**config.mk**
```make
export PLATFORM = sky130hd
export DESIGN_NAME = apb_node_timeout
export DESIGN_NICKNAME = d
export VERILOG_FILES = /design/src/rtl/apb_node_timeout.sv
export SDC_FILE = /design/constraint.sdc
export NUM_CORES = 2
export LEC_CHECK = 0
export ABC_CLOCK_PERIOD_IN_PS = 6200
export CORE_AREA = 2 2 505 507
export CTS_BUF_LIST = sky130_fd_sc_hd__clkbuf_4 sky130_fd_sc_hd__clkbuf_8
export DETAILED_ROUTE_END_ITERATION = 6
export DIE_AREA = 0 0 507 509
export PLACE_DENSITY = 0.32
export SKIP_LAST_GASP = 1
export SYNTH_ARGS = -nofsm -noshare
export SYNTH_HDL_FRONTEND = slang
export SYNTH_SLANG_ARGS = --single-unit
```
**constraint.sdc**
```tcl
create_clock -name clk_i -period 6.2 [get_ports clk_i]
set_clock_uncertainty 0.1 [all_clocks]
set_input_delay 0.93 -clock clk_i [delete_from_list [all_inputs] [get_ports clk_i]]
set_output_delay 0.93 -clock clk_i [all_outputs]
set_load 0.1 [all_outputs]
```
**src/rtl/apb_node_timeout.sv**
```systemverilog
// apb_node_timeout: APB3 single-master to NB_SLAVE-slave bridge with a runtime
// address map, registered downstream phase, decode-error response and slave timeout.
module apb_node_timeout #(
  parameter int NB_SLAVE       = 11,
  parameter int ADDR_WIDTH     = 32,
  parameter int DATA_WIDTH     = 32,
  parameter int TIMEOUT_CYCLES = 255
) (
  input  logic                           clk_i,
  input  logic                           rst_i,
  input  logic [NB_SLAVE*ADDR_WIDTH-1:0] start_addr_i,
  input  logic [NB_SLAVE*ADDR_WIDTH-1:0] end_addr_i,
  input  logic [ADDR_WIDTH-1:0]          s_paddr_i,
  input  logic [DATA_WIDTH-1:0]          s_pwdata_i,
  input  logic                           s_pwrite_i,
  input  logic                           s_psel_i,
  input  logic                           s_penable_i,
  output logic [DATA_WIDTH-1:0]          s_prdata_o,
  output logic                           s_pready_o,
  output logic                           s_pslverr_o,
  output logic [ADDR_WIDTH-1:0]          m_paddr_o,
  output logic [DATA_WIDTH-1:0]          m_pwdata_o,
  output logic                           m_pwrite_o,
  output logic                           m_penable_o,
  output logic [NB_SLAVE-1:0]            m_psel_o,
  input  logic [NB_SLAVE*DATA_WIDTH-1:0] m_prdata_i,
  input  logic [NB_SLAVE-1:0]            m_pready_i,
  input  logic [NB_SLAVE-1:0]            m_pslverr_i,
  output logic                           decerr_o,
  output logic                           timeout_o,
  output logic [ADDR_WIDTH-1:0]          err_addr_o
);

  localparam int IDX_W = (NB_SLAVE > 1) ? $clog2(NB_SLAVE) : 1;
  localparam int CNT_W = (TIMEOUT_CYCLES > 0) ? $clog2(TIMEOUT_CYCLES + 1) : 1;
  localparam logic [CNT_W-1:0] TO_LAST = CNT_W'((TIMEOUT_CYCLES > 0) ? TIMEOUT_CYCLES - 1 : 0);

  typedef enum logic [1:0] {
    IDLE,
    M_SETUP,
    M_ACCESS,
    RESP
  } state_e;

  state_e                 state_q, state_d;
  logic [IDX_W-1:0]       idx_q, idx_d;
  logic [ADDR_WIDTH-1:0]  addr_q, addr_d;
  logic [DATA_WIDTH-1:0]  wdata_q, wdata_d;
  logic                   write_q, write_d;
  logic [DATA_WIDTH-1:0]  rdata_q, rdata_d;
  logic                   err_q, err_d;
  logic [CNT_W-1:0]       cnt_q, cnt_d;
  logic                   decerr_q, decerr_d;
  logic                   timeout_q, timeout_d;
  logic [ADDR_WIDTH-1:0]  err_addr_q, err_addr_d;

  logic                   hit;
  logic [IDX_W-1:0]       hit_idx;
  logic [DATA_WIDTH-1:0]  sel_rdata;
  logic                   sel_ready;
  logic                   sel_err;
  logic                   active;

  // Ascending scan with a found flag so the lowest-indexed overlapping region wins.
  always_comb begin
    hit     = 1'b0;
    hit_idx = '0;
    for (int unsigned k = 0; k < NB_SLAVE; k++) begin
      if (!hit &&
          (start_addr_i[k*ADDR_WIDTH +: ADDR_WIDTH] <= s_paddr_i) &&
          (s_paddr_i <= end_addr_i[k*ADDR_WIDTH +: ADDR_WIDTH])) begin
        hit     = 1'b1;
        hit_idx = IDX_W'(k);
      end
    end
  end

  assign sel_rdata = m_prdata_i[idx_q*DATA_WIDTH +: DATA_WIDTH];
  assign sel_ready = m_pready_i[idx_q];
  assign sel_err   = m_pslverr_i[idx_q];

  always_comb begin
    state_d    = state_q;
    idx_d      = idx_q;
    addr_d     = addr_q;
    wdata_d    = wdata_q;
    write_d    = write_q;
    rdata_d    = rdata_q;
    err_d      = err_q;
    cnt_d      = cnt_q;
    decerr_d   = 1'b0;
    timeout_d  = 1'b0;
    err_addr_d = err_addr_q;
    unique case (state_q)
      IDLE: begin
        if (s_psel_i && !s_penable_i) begin
          addr_d  = s_paddr_i;
          wdata_d = s_pwdata_i;
          write_d = s_pwrite_i;
          idx_d   = hit_idx;
          rdata_d = '0;
          err_d   = 1'b0;
          if (hit) begin
            state_d = M_SETUP;
          end else begin
            state_d    = RESP;
            err_d      = 1'b1;
            decerr_d   = 1'b1;
            err_addr_d = s_paddr_i;
          end
        end
      end
      M_SETUP: begin
        cnt_d   = '0;
        state_d = M_ACCESS;
      end
      M_ACCESS: begin
        if (sel_ready) begin
          rdata_d = (write_q || sel_err) ? '0 : sel_rdata;
          err_d   = sel_err;
          state_d = RESP;
        end else if ((TIMEOUT_CYCLES != 0) && (cnt_q == TO_LAST)) begin
          rdata_d    = '0;
          err_d      = 1'b1;
          timeout_d  = 1'b1;
          err_addr_d = addr_q;
          state_d    = RESP;
        end else if (cnt_q != '1) begin
          cnt_d = cnt_q + 1'b1;
        end
      end
      RESP: begin
        state_d = IDLE;
      end
      default: begin
        state_d = IDLE;
      end
    endcase
  end

  always_ff @(posedge clk_i or posedge rst_i) begin
    if (rst_i) begin
      state_q    <= IDLE;
      idx_q      <= '0;
      addr_q     <= '0;
      wdata_q    <= '0;
      write_q    <= 1'b0;
      rdata_q    <= '0;
      err_q      <= 1'b0;
      cnt_q      <= '0;
      decerr_q   <= 1'b0;
      timeout_q  <= 1'b0;
      err_addr_q <= '0;
    end else begin
      state_q    <= state_d;
      idx_q      <= idx_d;
      addr_q     <= addr_d;
      wdata_q    <= wdata_d;
      write_q    <= write_d;
      rdata_q    <= rdata_d;
      err_q      <= err_d;
      cnt_q      <= cnt_d;
      decerr_q   <= decerr_d;
      timeout_q  <= timeout_d;
      err_addr_q <= err_addr_d;
    end
  end

  // Select/enable decode from the state register so reset drops them at once.
  assign active = (state_q == M_SETUP) || (state_q == M_ACCESS);

  always_comb begin
    m_psel_o = '0;
    for (int unsigned k = 0; k < NB_SLAVE; k++) begin
      m_psel_o[k] = active && (idx_q == IDX_W'(k));
    end
  end

  assign m_penable_o = (state_q == M_ACCESS);
  assign m_paddr_o   = addr_q;
  assign m_pwdata_o  = wdata_q;
  assign m_pwrite_o  = write_q;

  assign s_pready_o  = (state_q == RESP);
  assign s_prdata_o  = (state_q == RESP) ? rdata_q : '0;
  assign s_pslverr_o = (state_q == RESP) && err_q;

  assign decerr_o    = decerr_q;
  assign timeout_o   = timeout_q;
  assign err_addr_o  = err_addr_q;

endmodule

```
# ---- After elaboration in Yosys (flattened, before gate mapping)
# Cells that the tools add are included.
dict set report totals {
  regBits 146
  latch_bits 0
  ramBits 0
  mem_bits_ro 0
  input_bits 1147
  out_inout_bits 145
  wordCells 169
  n_memories 0
}
dict set report classes {
  add_sub_neg 1
  mul 0
  div 0
  order_cmp 23
  n_eq_ne 22
  shifts 1
  mux 55
  n_bitwise 0
  reduce_logical 56
}
# op count
set ops {}
lappend ops {{32-bit less-or-equal comparator} 22}
lappend ops {{352-bit by 10-bit indexed part select with 32-bit output} 1}
lappend ops {{32-bit 2-to-1 mux} 9}
lappend ops {{32-bit case mux with 2 select lines} 2}
lappend ops {{4-bit 2-to-1 mux} 9}
lappend ops {{1-bit logical AND} 34}
lappend ops {{8-bit 2-to-1 mux} 3}
lappend ops {{1-bit 2-to-1 mux} 23}
lappend ops {{4-bit by 3-bit equality test with 1-bit output, second input constant} 4}
lappend ops {{8-bit case mux with 2 select lines} 1}
lappend ops {{4-bit equality test, second input constant} 3}
lappend ops {{1-bit logical NOT} 11}
lappend ops {{8-bit by 1-bit adder with 8-bit output, second input constant} 1}
lappend ops {{1-bit binary-select mux with 4-bit select} 2}
lappend ops {{4-bit by 2-bit equality test with 1-bit output, second input constant} 2}
lappend ops {{8-bit equality test, second input constant} 1}
lappend ops {{2-bit 2-to-1 mux} 4}
lappend ops {{2-bit != test, second input constant} 4}
lappend ops {{8-bit != test, second input constant} 1}
lappend ops {{2-bit case mux with 4 select lines} 1}
lappend ops {{4-bit by 5-bit less-than comparator with 1-bit output, second input constant} 1}
lappend ops {{5-bit AND reduction} 1}
lappend ops {{2-bit equality test, second input constant} 2}
lappend ops {{4-bit by 1-bit equality test with 1-bit output, second input constant} 1}
lappend ops {{11 further kinds} 15}

# ---- Longest topological paths before layout
dict set report logic_depth {
  depth_word 46
  ltp_mapped 14
  depth_no_buf 12
}

# ---- Least setup slack after synthesis
# OpenSTA, ideal clock, no wires.
dict set report synth_timing {
  path_kind {reg-to-output}
  start {register idx_q[2]}
  end {output m_psel_o[4]}
  arrival_ps 4237
  t_required_ps 5170
  setup_slack_ps 933
  stages_incl_launch_ff 6
  n_path_buf 3
  path_cell_list {dfrtp_1 > clkbuf_1 > buf_1 > buf_1 > nand2_1 > nor4_1}
}
dict set report synth_between {
  elab_chain_cells 2
}
# element line
set synth_lines {}
lappend synth_lines {{start: declaration} 46} ;# logic [IDX_W-1:0] idx_q, idx_d;
lappend synth_lines {{start signal: assignment} 156} ;# idx_q <= idx_d;
lappend synth_lines {{4-bit by 3-bit equality test with 1-bit output} 175} ;# m_psel_o[k] = active && (idx_q == IDX_W'(k));
lappend synth_lines {{1-bit logical AND} 175}
lappend synth_lines {{end: declaration} 25} ;# output logic [NB_SLAVE-1:0] m_psel_o,
# Every way passes these cells.

# ---- Worst setup path after layout
dict set report layout_timing {
  start {input s_paddr_i[12]}
  end {register err_addr_q[25], in the netlist err_addr_o[25]}
}
dict set report layout_between {
  elab_chain_cells 45
  elab_cells_between_ends 66
  classes_between {order compare (22); eq/ne (1); mux (11); reduce/logical (32)}
}
# element line
set layout_lines {}
lappend layout_lines {{start: declaration} 13} ;# input logic [ADDR_WIDTH-1:0] s_paddr_i,
lappend layout_lines {{32-bit less-or-equal comparator (on tied branches)} {70, 71}}
lappend layout_lines {{1-bit logical AND} 70} ;# (start_addr_i[k*ADDR_WIDTH +: ADDR_WIDTH] <= s_paddr_i) &&
lappend layout_lines {{1-bit 2-to-1 mux} 69} ;# if (!hit &&
lappend layout_lines {{1-bit logical NOT} 69}
lappend layout_lines {{1-bit logical AND} 69}
lappend layout_lines {{1-bit logical AND} 70}
lappend layout_lines {{1-bit 2-to-1 mux} 69}
lappend layout_lines {{1-bit logical NOT} 69}
lappend layout_lines {{[... 29 more ...]} --}
lappend layout_lines {{1-bit logical AND} 70}
lappend layout_lines {{1-bit 2-to-1 mux} 69}
lappend layout_lines {{1-bit logical NOT} 69}
lappend layout_lines {{1-bit logical AND} 69}
lappend layout_lines {{1-bit logical AND} 70}
lappend layout_lines {{1-bit 2-to-1 mux (*)} 69}
lappend layout_lines {{2-bit != test (no line) (*)} --}
lappend layout_lines {{5-bit AND reduction (no line) (*)} --}
lappend layout_lines {{end signal: assignment} 165} ;# err_addr_q <= err_addr_d;
lappend layout_lines {{end: declaration} 55} ;# logic [ADDR_WIDTH-1:0] err_addr_q, err_addr_d;
# Every way passes the cells marked *; elsewhere a longest branch is shown, timed or not.
# A chain may end at the register's enable or synchronous reset.

==> results.toml <==
[critical_path]
crit_type = "in -> reg"
worstPathCellList = "clkdlybuf4s50_1 -> inv_1 -> ha_1 -> nand4_1 -> nor4_1 -> buf_4 -> nand2_1 -> and3_1 -> a31o_1 -> or4_4 -> nand2_4 -> nor2_4 -> a32oi_4 -> buf_12 -> mux2_2"
startpoint = "s_paddr_i[12]"
slowest_stage = "nor4_1"
end_kind = "flop"
regToRegStartpoint = "idx_q[0]$_DFFE_PP0P_"
critPathTopFamily = "simple AND/OR/NAND/NOR gates"
cp-start-kind = "input port"
worstPathArrival_ns = 6.04
path_max_fanout = 24
slowest_delay_ns = 0.96
path_buf_inv = 4
worstPathRequired_ns = 6.57

[clock_tree]
cts_hold_buf = 0
clk_latency_ns = 0.58
cts_sinks = 146
cts_buffers = 17
clock-root-buffer = "clkbuf_8"
clock_path_buffers = 2
cts-resized-gates = 0
cts_setup_buffers = 0
htreeDepth = 4
clk_pin_slew_ns = 0.10
cts_tree = "done"

[power]
power_density_mw_per_mm2 = 220
p_switching_uw = 5810
irDropWorstVdd_mv = 0.246
seqPwrFrac = 0.160
swShare = 0.587
clkPwrFrac = 0.083
comb_power_share = 0.757
p_leak_uw = 0.0198
power.internal_uw = 4090

[global_route]
grt.busiest_layer = "met2"
grt_max_degree = 77
grt_pass1_wl_mm = 303
antenna_found_initial = 129
use_met3 = 0.0431
gr-total-overflow = 0
track_usage = 0.178
grt_pass1_vias = 32023
use_met1 = 0.179
grt_use_met2 = 0.351

[sta]
finalHoldViolCount = 0
fmax_ghz = 0.176
holdWs_ns = 0.372
rsz0062_at_grt = "false"
worst_pin_slew_ns = 1.32
setup_ws_ns = 0.526
maxSlewHeadroom = 0.115
finalCriticalPeriod_ns = 5.67
maxSlewViolCount = 0
min_period_over_period = 0.915
setup_viol = 0

[floorplan]
rows = 185
die_x_um = 507
die_area_mm2 = 0.258
pin_count = 1292
coreArea_mm2 = 0.253
initial_core_util = 0.103
die_h_um = 509

[drt]
drc = 0
wl_mm = 239
ant_nets = 0
drt-initial-drc-count = 1516
firstDrtPassIters = 5
num_vias = 30278
routed_via_density = 3.82
wl_per_cell_um = 30.2

[placed_design]
dpl_worst_slack_ns = -0.357
placed_area_mm2 = 0.0445
io_buffers = 1291
gp_routability_congestion = 0.927
hpwl_mm = 215

[final_layout]
drive_above_1_share = 0.0908
final_area_mm2 = 0.0450
synthToLayoutAreaGrowth_pct = 71.9
fillerInstances = 28485
nets = 6358

[yosys]
syn_inst = 3092
synthFlopType = "dfrtp_1"
netlist_area_mm2 = 0.0262
synth_top_cell_by_area = "ha_1"
async_reset_ff_frac = 1.00
synth_area_leaders = "ha_1 (34%), dfrtp_1 (14%), inv_1 (6.0%)"
synth_top_area_share = 0.340
ys_ff_latch = 146
synthesis.yosys.warnings = 0
synth_edf_count = 0
synth.avg_cell_area_um2 = 8.46
yosysSeqAreaShare = 0.140
synth_cell_type_count = 78
syn_nets = 4950

[run]
drv_cap = 0

[min_path]
min-delay-start = "rdata_q[0]$_DFFE_PP0P_"
hold_class = "reg -> reg"

[status]
status = "finished clean"
[power groups by stage]
stage,sequential (uW),clock [uW],combinational [uW]
finish,1590,818,7500
global route,1640,914,7970
CTS,1610,895,7670
detailed placement,1630,0,7640
global placement,1630,0,7640
floorplan,3100,0,2740
[Yosys cell counts (5+ instances only)]
cell type and number:
or4_1 6, clkbuf_1 60, o311ai_0 6, nand3_1 95, nor2_1 82, nor3_1 31, o211ai_1 34, nand2_1 255
or2_2 8, mux4_2 68, and4_1 11, a221oi_1 13, mux2_2 40, nand2b_1 16, and2_1 38, a31oi_1 12
mux2i_1 77, a21o_1 72, o22ai_1 39, o21ai_0 159, dfrtp_1 146, buf_1 12, nor2b_1 35, o21bai_1 5
a2111oi_0 16, o21a_1 10, and3_1 12, xor2_1 5, a21boi_0 8, ha_1 711, inv_1 418, nor4_1 29
o2111ai_1 7, a211oi_1 23, a21oi_1 278, mux2_4 20, a221o_1 11, nand4_1 150
[layout by cell type (no fill, tap or decap), drive strengths merged, types with 60 or more instances in the layout]
cell / synthesis / layout
a21oi: 279 / 279
nor2: 83 / 83
buf: 16 / 196
mux2i: 77 / 77
clkdlybuf4s50: 0 / 1269
nand3: 96 / 96
mux4: 68 / 68
dfrtp: 146 / 146
a21o: 72 / 72
nand2: 256 / 256
o21ai: 162 / 162
inv: 418 / 423
nand4: 150 / 150
mux2: 60 / 60
ha: 711 / 711
[cell type report]
type                            instances  area [um2]  area share
Timing Repair Buffer                 1465       14300       0.318
Inverter                              418        1570      0.0350
Multi-Input combinational cell       2452       20700       0.461
Tap cell                             3366        4210      0.0937
Antenna cell                           41         103     0.00228
Clock inverter                         14         124     0.00276
Clock buffer                           18         248     0.00551
Sequential cell                       146        3670      0.0815
[through the flow]
stage	power (uW)	TNS, ns	std cells	utilization
5_1_grt	10500	0	7895	0.178
2_1_floorplan	5840	0	3092	-
3_3_place_gp	9270	-9.83	7846	0.176
4_1_cts	10200	0	7879	0.177
3_5_place_dp	9270	-8.77	7847	0.176
6_report	9900	0	7920	0.178
[per-layer routing]
| metal | routed length [um] | up-vias |
|---|---|---|
| met1 | 85100 | 14327 |
| li1 | - | 14413 |
| met3 | 14500 | 283 |
| met5 | 483 | - |
| met4 | 9480 | 76 |
| met2 | 130000 | 1179 |
[path summary, 6_finish.rpt]
path	end	slack (ns)	cells past startpoint
min in group asynchronous	m_paddr_o[22]$_DFFE_PP0P_	0.76	2
hold / removal	rdata_q[0]$_DFFE_PP0P_	0.37	2
setup / recovery	err_addr_o[25]$_DFFE_PP0P_	0.53	15
hold reg to reg	rdata_q[0]$_DFFE_PP0P_	0.37	2
setup reg to reg	rdata_q[23]$_DFFE_PP0P_	1.88	9
max in group asynchronous	m_pwdata_o[13]$_DFFE_PP0P_	3.99	3
[tightest hold or removal path, stage by stage (launching register included)]
cell	delay, ns
dfrtp_1	0.34
nand2_1	0.05
nand2_1	0.06
[cell families after synthesis]
family,share of synthesized area
fa+ha+maj,0.340
flops,0.140
buf+inv,0.0725
mux,0.117
xor+xnor,0.00201
simple gates,0.154
compound gates,0.175
[registers in the layout (all words and copies together), names as in the netlist]
register and flops:
timeout_o 1, err_addr_o 32, state_q 2, idx_q 4
m_pwdata_o 32, rdata_q 32, cnt_q 8, m_paddr_o 32
err_q 1, decerr_o 1, m_pwrite_o 1
(Power assumes the default switching activity.)
